==> src/rtl/core_pkg.sv <==
// Core-wide shared types: CSR address/operation, Zicsr funct3 encodings,
// and the CSR access unit state encoding.
package core_pkg;

   typedef logic [11:0] csr_addr_t;

   typedef enum logic [1:0] {
      CSR_READ  = 2'd0,
      CSR_WRITE = 2'd1,
      CSR_SET   = 2'd2,
      CSR_CLEAR = 2'd3
   } csr_operation_t;

   localparam logic [2:0] CSR_F3_RW  = 3'b001;
   localparam logic [2:0] CSR_F3_RS  = 3'b010;
   localparam logic [2:0] CSR_F3_RC  = 3'b011;
   localparam logic [2:0] CSR_F3_RWI = 3'b101;
   localparam logic [2:0] CSR_F3_RSI = 3'b110;
   localparam logic [2:0] CSR_F3_RCI = 3'b111;

   typedef enum logic [1:0] {
      ST_IDLE  = 2'd0,
      ST_DRAIN = 2'd1,
      ST_ISSUE = 2'd2,
      ST_RESP  = 2'd3
   } csr_unit_state_t;

endpackage

==> src/rtl/csr_op_decoder.sv <==
// Combinational Zicsr decode: funct3/addr/rs1 -> CSR op, write data, illegal.
// Optional address legality checks are enabled with CSR_ILLEGAL_CHECK_EN.
module csr_op_decoder
   import core_pkg::*;
(
   input  logic [2:0]     funct3_i,
   input  csr_addr_t      csr_addr_i,
   input  logic [31:0]    rs1_data_i,
   input  logic [4:0]     rs1_idx_i,
   output csr_operation_t op_o,
   output logic [31:0]    wdata_o,
   output logic           illegal_o
);

   csr_operation_t op;
   logic [31:0]    wdata;
   logic           illegal;

   // Decode funct3, then suppress no-op set/clear, then apply legality
   always_comb begin
      op      = CSR_READ;
      wdata   = rs1_data_i;
      illegal = 1'b0;
      case (funct3_i)
         CSR_F3_RW:  op = CSR_WRITE;
         CSR_F3_RS:  op = CSR_SET;
         CSR_F3_RC:  op = CSR_CLEAR;
         CSR_F3_RWI: begin op = CSR_WRITE; wdata = {27'b0, rs1_idx_i}; end
         CSR_F3_RSI: begin op = CSR_SET;   wdata = {27'b0, rs1_idx_i}; end
         CSR_F3_RCI: begin op = CSR_CLEAR; wdata = {27'b0, rs1_idx_i}; end
         default:    illegal = 1'b1;
      endcase
      // Set/clear with x0 or uimm 0 must not write (no side effects)
      if ((op == CSR_SET || op == CSR_CLEAR) && rs1_idx_i == 5'd0)
         op = CSR_READ;
`ifdef CSR_ILLEGAL_CHECK_EN
      // Writes to read-only space, or any non-machine CSR on this M-only core
      if (op != CSR_READ && csr_addr_i[11:10] == 2'b11) illegal = 1'b1;
      if (csr_addr_i[9:8] != 2'b11)                     illegal = 1'b1;
`endif
      if (illegal) op = CSR_READ;
   end

`ifndef CSR_ILLEGAL_CHECK_EN
   logic unused_addr;
   assign unused_addr = ^csr_addr_i;
`endif

   assign op_o      = op;
   assign wdata_o   = wdata;
   assign illegal_o = illegal;

endmodule

==> src/rtl/csr_access_unit.sv <==
// CSR access initiator: serializes Zicsr instructions against the pipeline,
// issues one access cycle to the CSR file and holds a writeback response.
// Optional macro CSR_ILLEGAL_CHECK_EN enables address legality checks.
module csr_access_unit
   import core_pkg::*;
#(
   parameter bit SERIALIZE = 1'b1
) (
   input  logic           clk_i,
   input  logic           rst_n_i,
   input  logic           req_valid_i,
   output logic           req_ready_o,
   input  logic [2:0]     req_funct3_i,
   input  csr_addr_t      req_csr_addr_i,
   input  logic [31:0]    req_rs1_data_i,
   input  logic [4:0]     req_rs1_idx_i,
   input  logic [4:0]     req_rd_idx_i,
   input  logic           pipe_empty_i,
   output csr_addr_t      csr_addr_o,
   output logic [31:0]    csr_wdata_o,
   output csr_operation_t csr_op_o,
   input  logic [31:0]    csr_rdata_i,
   output logic           rsp_valid_o,
   input  logic           rsp_ready_i,
   output logic [4:0]     rsp_rd_idx_o,
   output logic [31:0]    rsp_rd_data_o,
   output logic           rsp_rd_we_o,
   output logic           rsp_illegal_o,
   output logic           busy_o
);

   csr_unit_state_t state_q, state_d;
   logic [2:0]      f3_q, f3_d;
   csr_addr_t       addr_q, addr_d;
   logic [31:0]     rs1_data_q, rs1_data_d;
   logic [4:0]      rs1_idx_q, rs1_idx_d;
   logic [4:0]      rd_idx_q, rd_idx_d;
   csr_addr_t       csr_addr_q, csr_addr_d;
   logic [31:0]     csr_wdata_q, csr_wdata_d;
   csr_operation_t  csr_op_q, csr_op_d;
   logic            rsp_valid_q, rsp_valid_d;
   logic [4:0]      rsp_rd_idx_q, rsp_rd_idx_d;
   logic [31:0]     rsp_rd_data_q, rsp_rd_data_d;
   logic            rsp_rd_we_q, rsp_rd_we_d;
   logic            rsp_illegal_q, rsp_illegal_d;

   // In IDLE decode the live request so ISSUE can follow immediately;
   // otherwise decode the latched copy.
   logic           in_idle;
   csr_operation_t dec_op;
   logic [31:0]    dec_wdata;
   logic           dec_illegal;
   csr_addr_t      dec_addr;

   assign in_idle  = (state_q == ST_IDLE);
   assign dec_addr = in_idle ? req_csr_addr_i : addr_q;

   csr_op_decoder u_dec (
      .funct3_i   (in_idle ? req_funct3_i   : f3_q),
      .csr_addr_i (dec_addr),
      .rs1_data_i (in_idle ? req_rs1_data_i : rs1_data_q),
      .rs1_idx_i  (in_idle ? req_rs1_idx_i  : rs1_idx_q),
      .op_o       (dec_op),
      .wdata_o    (dec_wdata),
      .illegal_o  (dec_illegal)
   );

   // Next-state: accept, drain, single-cycle issue, hold response
   always_comb begin
      state_d       = state_q;
      f3_d          = f3_q;
      addr_d        = addr_q;
      rs1_data_d    = rs1_data_q;
      rs1_idx_d     = rs1_idx_q;
      rd_idx_d      = rd_idx_q;
      csr_addr_d    = csr_addr_q;
      csr_wdata_d   = csr_wdata_q;
      csr_op_d      = CSR_READ;
      rsp_valid_d   = rsp_valid_q;
      rsp_rd_idx_d  = rsp_rd_idx_q;
      rsp_rd_data_d = rsp_rd_data_q;
      rsp_rd_we_d   = rsp_rd_we_q;
      rsp_illegal_d = rsp_illegal_q;
      case (state_q)
         ST_IDLE: if (req_valid_i) begin
            f3_d       = req_funct3_i;
            addr_d     = req_csr_addr_i;
            rs1_data_d = req_rs1_data_i;
            rs1_idx_d  = req_rs1_idx_i;
            rd_idx_d   = req_rd_idx_i;
            if (SERIALIZE && !pipe_empty_i) begin
               state_d = ST_DRAIN;
            end else begin
               state_d     = ST_ISSUE;
               csr_addr_d  = dec_addr;
               csr_wdata_d = dec_wdata;
               csr_op_d    = dec_op;
            end
         end
         ST_DRAIN: if (pipe_empty_i) begin
            state_d     = ST_ISSUE;
            csr_addr_d  = dec_addr;
            csr_wdata_d = dec_wdata;
            csr_op_d    = dec_op;
         end
         ST_ISSUE: begin
            state_d       = ST_RESP;
            rsp_valid_d   = 1'b1;
            rsp_rd_idx_d  = rd_idx_q;
            rsp_rd_data_d = dec_illegal ? 32'd0 : csr_rdata_i;
            rsp_rd_we_d   = (rd_idx_q != 5'd0) && !dec_illegal;
            rsp_illegal_d = dec_illegal;
         end
         ST_RESP: if (rsp_ready_i) begin
            state_d     = ST_IDLE;
            rsp_valid_d = 1'b0;
         end
         default: state_d = ST_IDLE;
      endcase
   end

   // State and registered outputs, async active-low reset
   always_ff @(posedge clk_i or negedge rst_n_i) begin
      if (!rst_n_i) begin
         state_q       <= ST_IDLE;
         f3_q          <= '0;
         addr_q        <= '0;
         rs1_data_q    <= '0;
         rs1_idx_q     <= '0;
         rd_idx_q      <= '0;
         csr_addr_q    <= '0;
         csr_wdata_q   <= '0;
         csr_op_q      <= CSR_READ;
         rsp_valid_q   <= 1'b0;
         rsp_rd_idx_q  <= '0;
         rsp_rd_data_q <= '0;
         rsp_rd_we_q   <= 1'b0;
         rsp_illegal_q <= 1'b0;
      end else begin
         state_q       <= state_d;
         f3_q          <= f3_d;
         addr_q        <= addr_d;
         rs1_data_q    <= rs1_data_d;
         rs1_idx_q     <= rs1_idx_d;
         rd_idx_q      <= rd_idx_d;
         csr_addr_q    <= csr_addr_d;
         csr_wdata_q   <= csr_wdata_d;
         csr_op_q      <= csr_op_d;
         rsp_valid_q   <= rsp_valid_d;
         rsp_rd_idx_q  <= rsp_rd_idx_d;
         rsp_rd_data_q <= rsp_rd_data_d;
         rsp_rd_we_q   <= rsp_rd_we_d;
         rsp_illegal_q <= rsp_illegal_d;
      end
   end

   assign req_ready_o   = in_idle;
   assign busy_o        = !in_idle;
   assign csr_addr_o    = csr_addr_q;
   assign csr_wdata_o   = csr_wdata_q;
   assign csr_op_o      = csr_op_q;
   assign rsp_valid_o   = rsp_valid_q;
   assign rsp_rd_idx_o  = rsp_rd_idx_q;
   assign rsp_rd_data_o = rsp_rd_data_q;
   assign rsp_rd_we_o   = rsp_rd_we_q;
   assign rsp_illegal_o = rsp_illegal_q;

endmodule

==> config.mk <==
export PLATFORM = sky130hd
export DESIGN_NAME = csr_access_unit
export DESIGN_NICKNAME = d
export VERILOG_FILES = /design/src/rtl/core_pkg.sv /design/src/rtl/csr_op_decoder.sv /design/src/rtl/csr_access_unit.sv
export SDC_FILE = /design/constraint.sdc
export NUM_CORES = 1
export LEC_CHECK = 0
export BUFFER_PORTS_ARGS = -buffer_cell sky130_fd_sc_hd__buf_2
export CORE_ASPECT_RATIO = 0.5
export CORE_UTILIZATION = 52
export DETAILED_ROUTE_END_ITERATION = 8
export PLACE_DENSITY = 0.88
export SYNTH_ARGS = -nofsm -noshare
export SYNTH_HDL_FRONTEND = slang
export SYNTH_HIERARCHICAL = 1
export SYNTH_SLANG_ARGS = --single-unit
==> constraint.sdc <==
create_clock -name clk_i -period 3.1 [get_ports clk_i]
set_clock_uncertainty 0.15 [all_clocks]
set_input_delay 0.31 -clock clk_i [delete_from_list [all_inputs] [get_ports clk_i]]
set_output_delay 0.31 -clock clk_i [all_outputs]
set_load 0.03 [all_outputs]
==> results.sh <==
export IMPL_status="completed"
export IMPL_place_congestion=0.762
export IMPL_grt_usage_pct=24.5
export IMPL_final_area_um2=8830
export IMPL_totalWireLength_um=15100
export IMPL_rows=28
export IMPL_cts_sinks=145
export IMPL_synth_warnings=6
export IMPL_cts_tree="built"
export IMPL_cpMaxStageDelayCell="dfrtp_1"
export IMPL_switching_share_pct=37.5
export IMPL_yosysMostFrequentCell="dfrtp_1"
export IMPL_power_switching_uw=3930
export IMPL_vias=4495
export IMPL_drive_gt1_share_pct=51.5
export IMPL_yosysSeqAreaShare_pct=56.7
export IMPL_syn_nets=535
export IMPL_cts_buffer_depth=2
export IMPL_chipHeight_um=80.4
export IMPL_grt_overflow=0
export IMPL_root_buffer="clkbuf_16"
export IMPL_die_area_um2=12800
export IMPL_area_growth_pct=38.0
export IMPL_final_hold_viol_count=0
export IMPL_endpoint_kind="register"
export IMPL_pwr_density_cell_nw_per_um2=1180
export IMPL_p_seq_share_pct=31.6
export IMPL_nFillCells=723
export IMPL_final_nets=787
export IMPL_p_int_uw=6530
export IMPL_start_util_pct=53.7
export IMPL_synth_common_cells="145 x dfrtp_1, 121 x mux2_2, 40 x mux2_1, 31 x a22o_1, 21 x and2_1"
export IMPL_cp_common_cell="mux2_2"
export IMPL_via_per_inst=5.19
export IMPL_vdd_drop_max_v=0.000607
export IMPL_crit_chain="inv_1, ha_2, buf_4, mux2_2, o21ai_4, mux2_2, mux2_1"
export IMPL_cts_resized=0
export IMPL_avgSynthCellArea_um2=14.7
export IMPL_cp_required_ns=3.24
export IMPL_arrival_ns=2.74
export IMPL_clkTransAtPathRegs_ns=0.06
export IMPL_htreeDepth=4
export IMPL_finalCritPeriodShare_pct=83.9
export IMPL_core_area_um2=11900
export IMPL_rsz0062_at_grt="false"
export IMPL_p_comb_share_pct=45.8
export IMPL_grt_pass1_wl_um=24100
export IMPL_post_cts_setup_buffer_count=0
export IMPL_syn_inst=436
export IMPL_ys_seq_elements=145
export IMPL_io_buffers=181
export IMPL_synth_area_leaders="dfrtp_1 57%, mux2_2 21%, mux2_1 7.0%, a22o_1 4.2%, and2_1 2.1%"
export IMPL_first_global_vias=4765
export IMPL_antenna_found_initial=0
export IMPL_dr_pass1_iters=4
export IMPL_slowest_delay_ns=0.40
export IMPL_drc=0
export IMPL_place_area_um2=7460
export IMPL_finalMaxSlewViolations=0
export IMPL_drv_cap=0
export IMPL_antenna_left=0
export IMPL_p_clk_share_pct=22.6
export IMPL_min_period_ns=2.60
export IMPL_synth_top_area_share_pct=56.7
export IMPL_synthArstFlopShare_pct=100
export IMPL_ys_types=28
export IMPL_finalSetupTns_ns=0
export IMPL_antenna_cells=0
export IMPL_power_leakage_uw=0.00425
export IMPL_io_pins=182
export IMPL_dieWidth_um=159
export IMPL_hold_buffers=67
export IMPL_maxSlewHeadroom_pct=38.2
export IMPL_crit_type="register to register"
export IMPL_hold_class="input port to register"
export IMPL_critPathLaunchType="register"
export IMPL_cts_inserted_buffers=17
export IMPL_path_max_fanout=18
export IMPL_synth_area_um2=6400
export IMPL_r2r_setup_slack_ns=0.50
export IMPL_post_drt_wl_per_cell_um=17.5
export IMPL_setup_viol=0
export IMPL_grt_max_degree=103
export IMPL_synth_edf_count=0
export IMPL_worst_pin_slew_ns=0.927
export IMPL_dp_hpwl_um=9300
export IMPL_drt_iter0_markers=163
export IMPL_clock_latency_ns=0.41
export IMPL_yosysTopAreaCell="dfrtp_1"
export IMPL_ys_dominant_reg_cell="dfrtp_1"
export IMPL_max_freq_ghz=0.384
[metrics by stage]
step	setup slack [ns]	hold slack, ns	std cells	total power, uW	util (%)
2_1_floorplan	0.154	-0.136	436	6800	-
3_3_place_gp	0.618	0.319	766	7780	62.6
3_5_place_dp	0.511	0.326	766	7990	62.6
4_1_cts	0.515	0.000736	865	10500	74.0
5_1_grt	0.389	0.00638	866	11000	74.1
6_report	0.499	0.0131	866	10500	74.1
[metal layers]
layer	GRT usage, %	vias up	share of wire (%)
li1	-	2067	-
met1	29.7	2270	42
met2	43.5	132	52
met3	4.39	26	3.9
met4	10.7	0	2.1
met5	0	-	0
[layout by cell type (no fill, tap or decap), drive strengths merged]
cell type / count
dfrtp: 145
nand2: 3
or4: 1
o2bb2ai: 2
bufinv: 6
a21oi: 1
mux2: 164
mux2i: 4
a21boi: 1
a31oi: 1
buf: 193
clkinvlp: 1
a22o: 31
nor2b: 2
and2: 28
nor2: 3
o211a: 1
o21ai: 5
ha: 5
a222oi: 1
clkbuf: 18
clkinv: 4
dlygate4sd3: 68
inv: 12
nor3: 1
[registers in the layout, summed over array words and instances (netlist names)]
signal,flops
rs1_data_q,32
rsp_rd_data_o,32
rsp_valid_o,1
rsp_illegal_o,1
rs1_idx_q,5
csr_op_o,2
state_q,2
rsp_rd_we_o,1
csr_wdata_o,32
addr_q,12
f3_q,3
csr_addr_o,12
rd_idx_q,5
rsp_rd_idx_o,5
[cell type report]
type / instances / area (um^2) / share of cell area, %
well taps: 165 / 206 / 2.34
multi-input cells: 254 / 2570 / 29.2
inverters: 9 / 33.8 / 0.383
repair buffers: 261 / 1700 / 19.2
clock inverters: 14 / 251 / 2.85
flip-flops and latches: 145 / 3630 / 41.1
clock buffers: 18 / 439 / 4.97
[worst max-delay path, delay by kind of cell (launching register included)]
| family | cells | cell delay [ns] |
|---|---|---|
| flops | 1 | 0.40 |
| buf+inv | 2 | 0.43 |
| compound gates | 1 | 0.18 |
| fa+ha+maj | 1 | 0.26 |
| mux | 3 | 1.07 |
[power by group through the flow]
stage / Sequential [uW] / Combinational [uW] / Clock [uW]
2_1_floorplan: 4210 / 2590 / 0
3_3_place_gp: 3240 / 4540 / 0
3_5_place_dp: 3300 / 4690 / 0
4_1_cts: 3290 / 4780 / 2400
5_1_grt: 3410 / 5110 / 2480
6_report: 3310 / 4790 / 2370
[cell families after synthesis]
group / synth area share (%)
compound gates: 5.87
fa+ha+maj: 0.978
simple gates: 3.62
mux: 29.7
flops: 56.7
buf+inv: 3.13
[path summary, 6_finish.rpt]
kind                                                 end                      start  cells past startpoint
setup / recovery              csr_wdata_o[1]$_DFFE_PN0P_     state_q[1]$_DFFE_PN0P_                      7
hold / removal                 rs1_data_q[6]$_DFFE_PN0P_          req_rs1_data_i[6]                      2
setup reg to reg              csr_wdata_o[1]$_DFFE_PN0P_     state_q[1]$_DFFE_PN0P_                      7
hold reg to reg                csr_addr_o[5]$_DFFE_PN0P_  csr_addr_o[5]$_DFFE_PN0P_                      1
max in group asynchronous  rsp_rd_data_o[12]$_DFFE_PN0P_                    rst_n_i                      3
min in group asynchronous    csr_wdata_o[16]$_DFFE_PN0P_                    rst_n_i                      2
No activity file was read; power rests on OpenSTA's default activity.
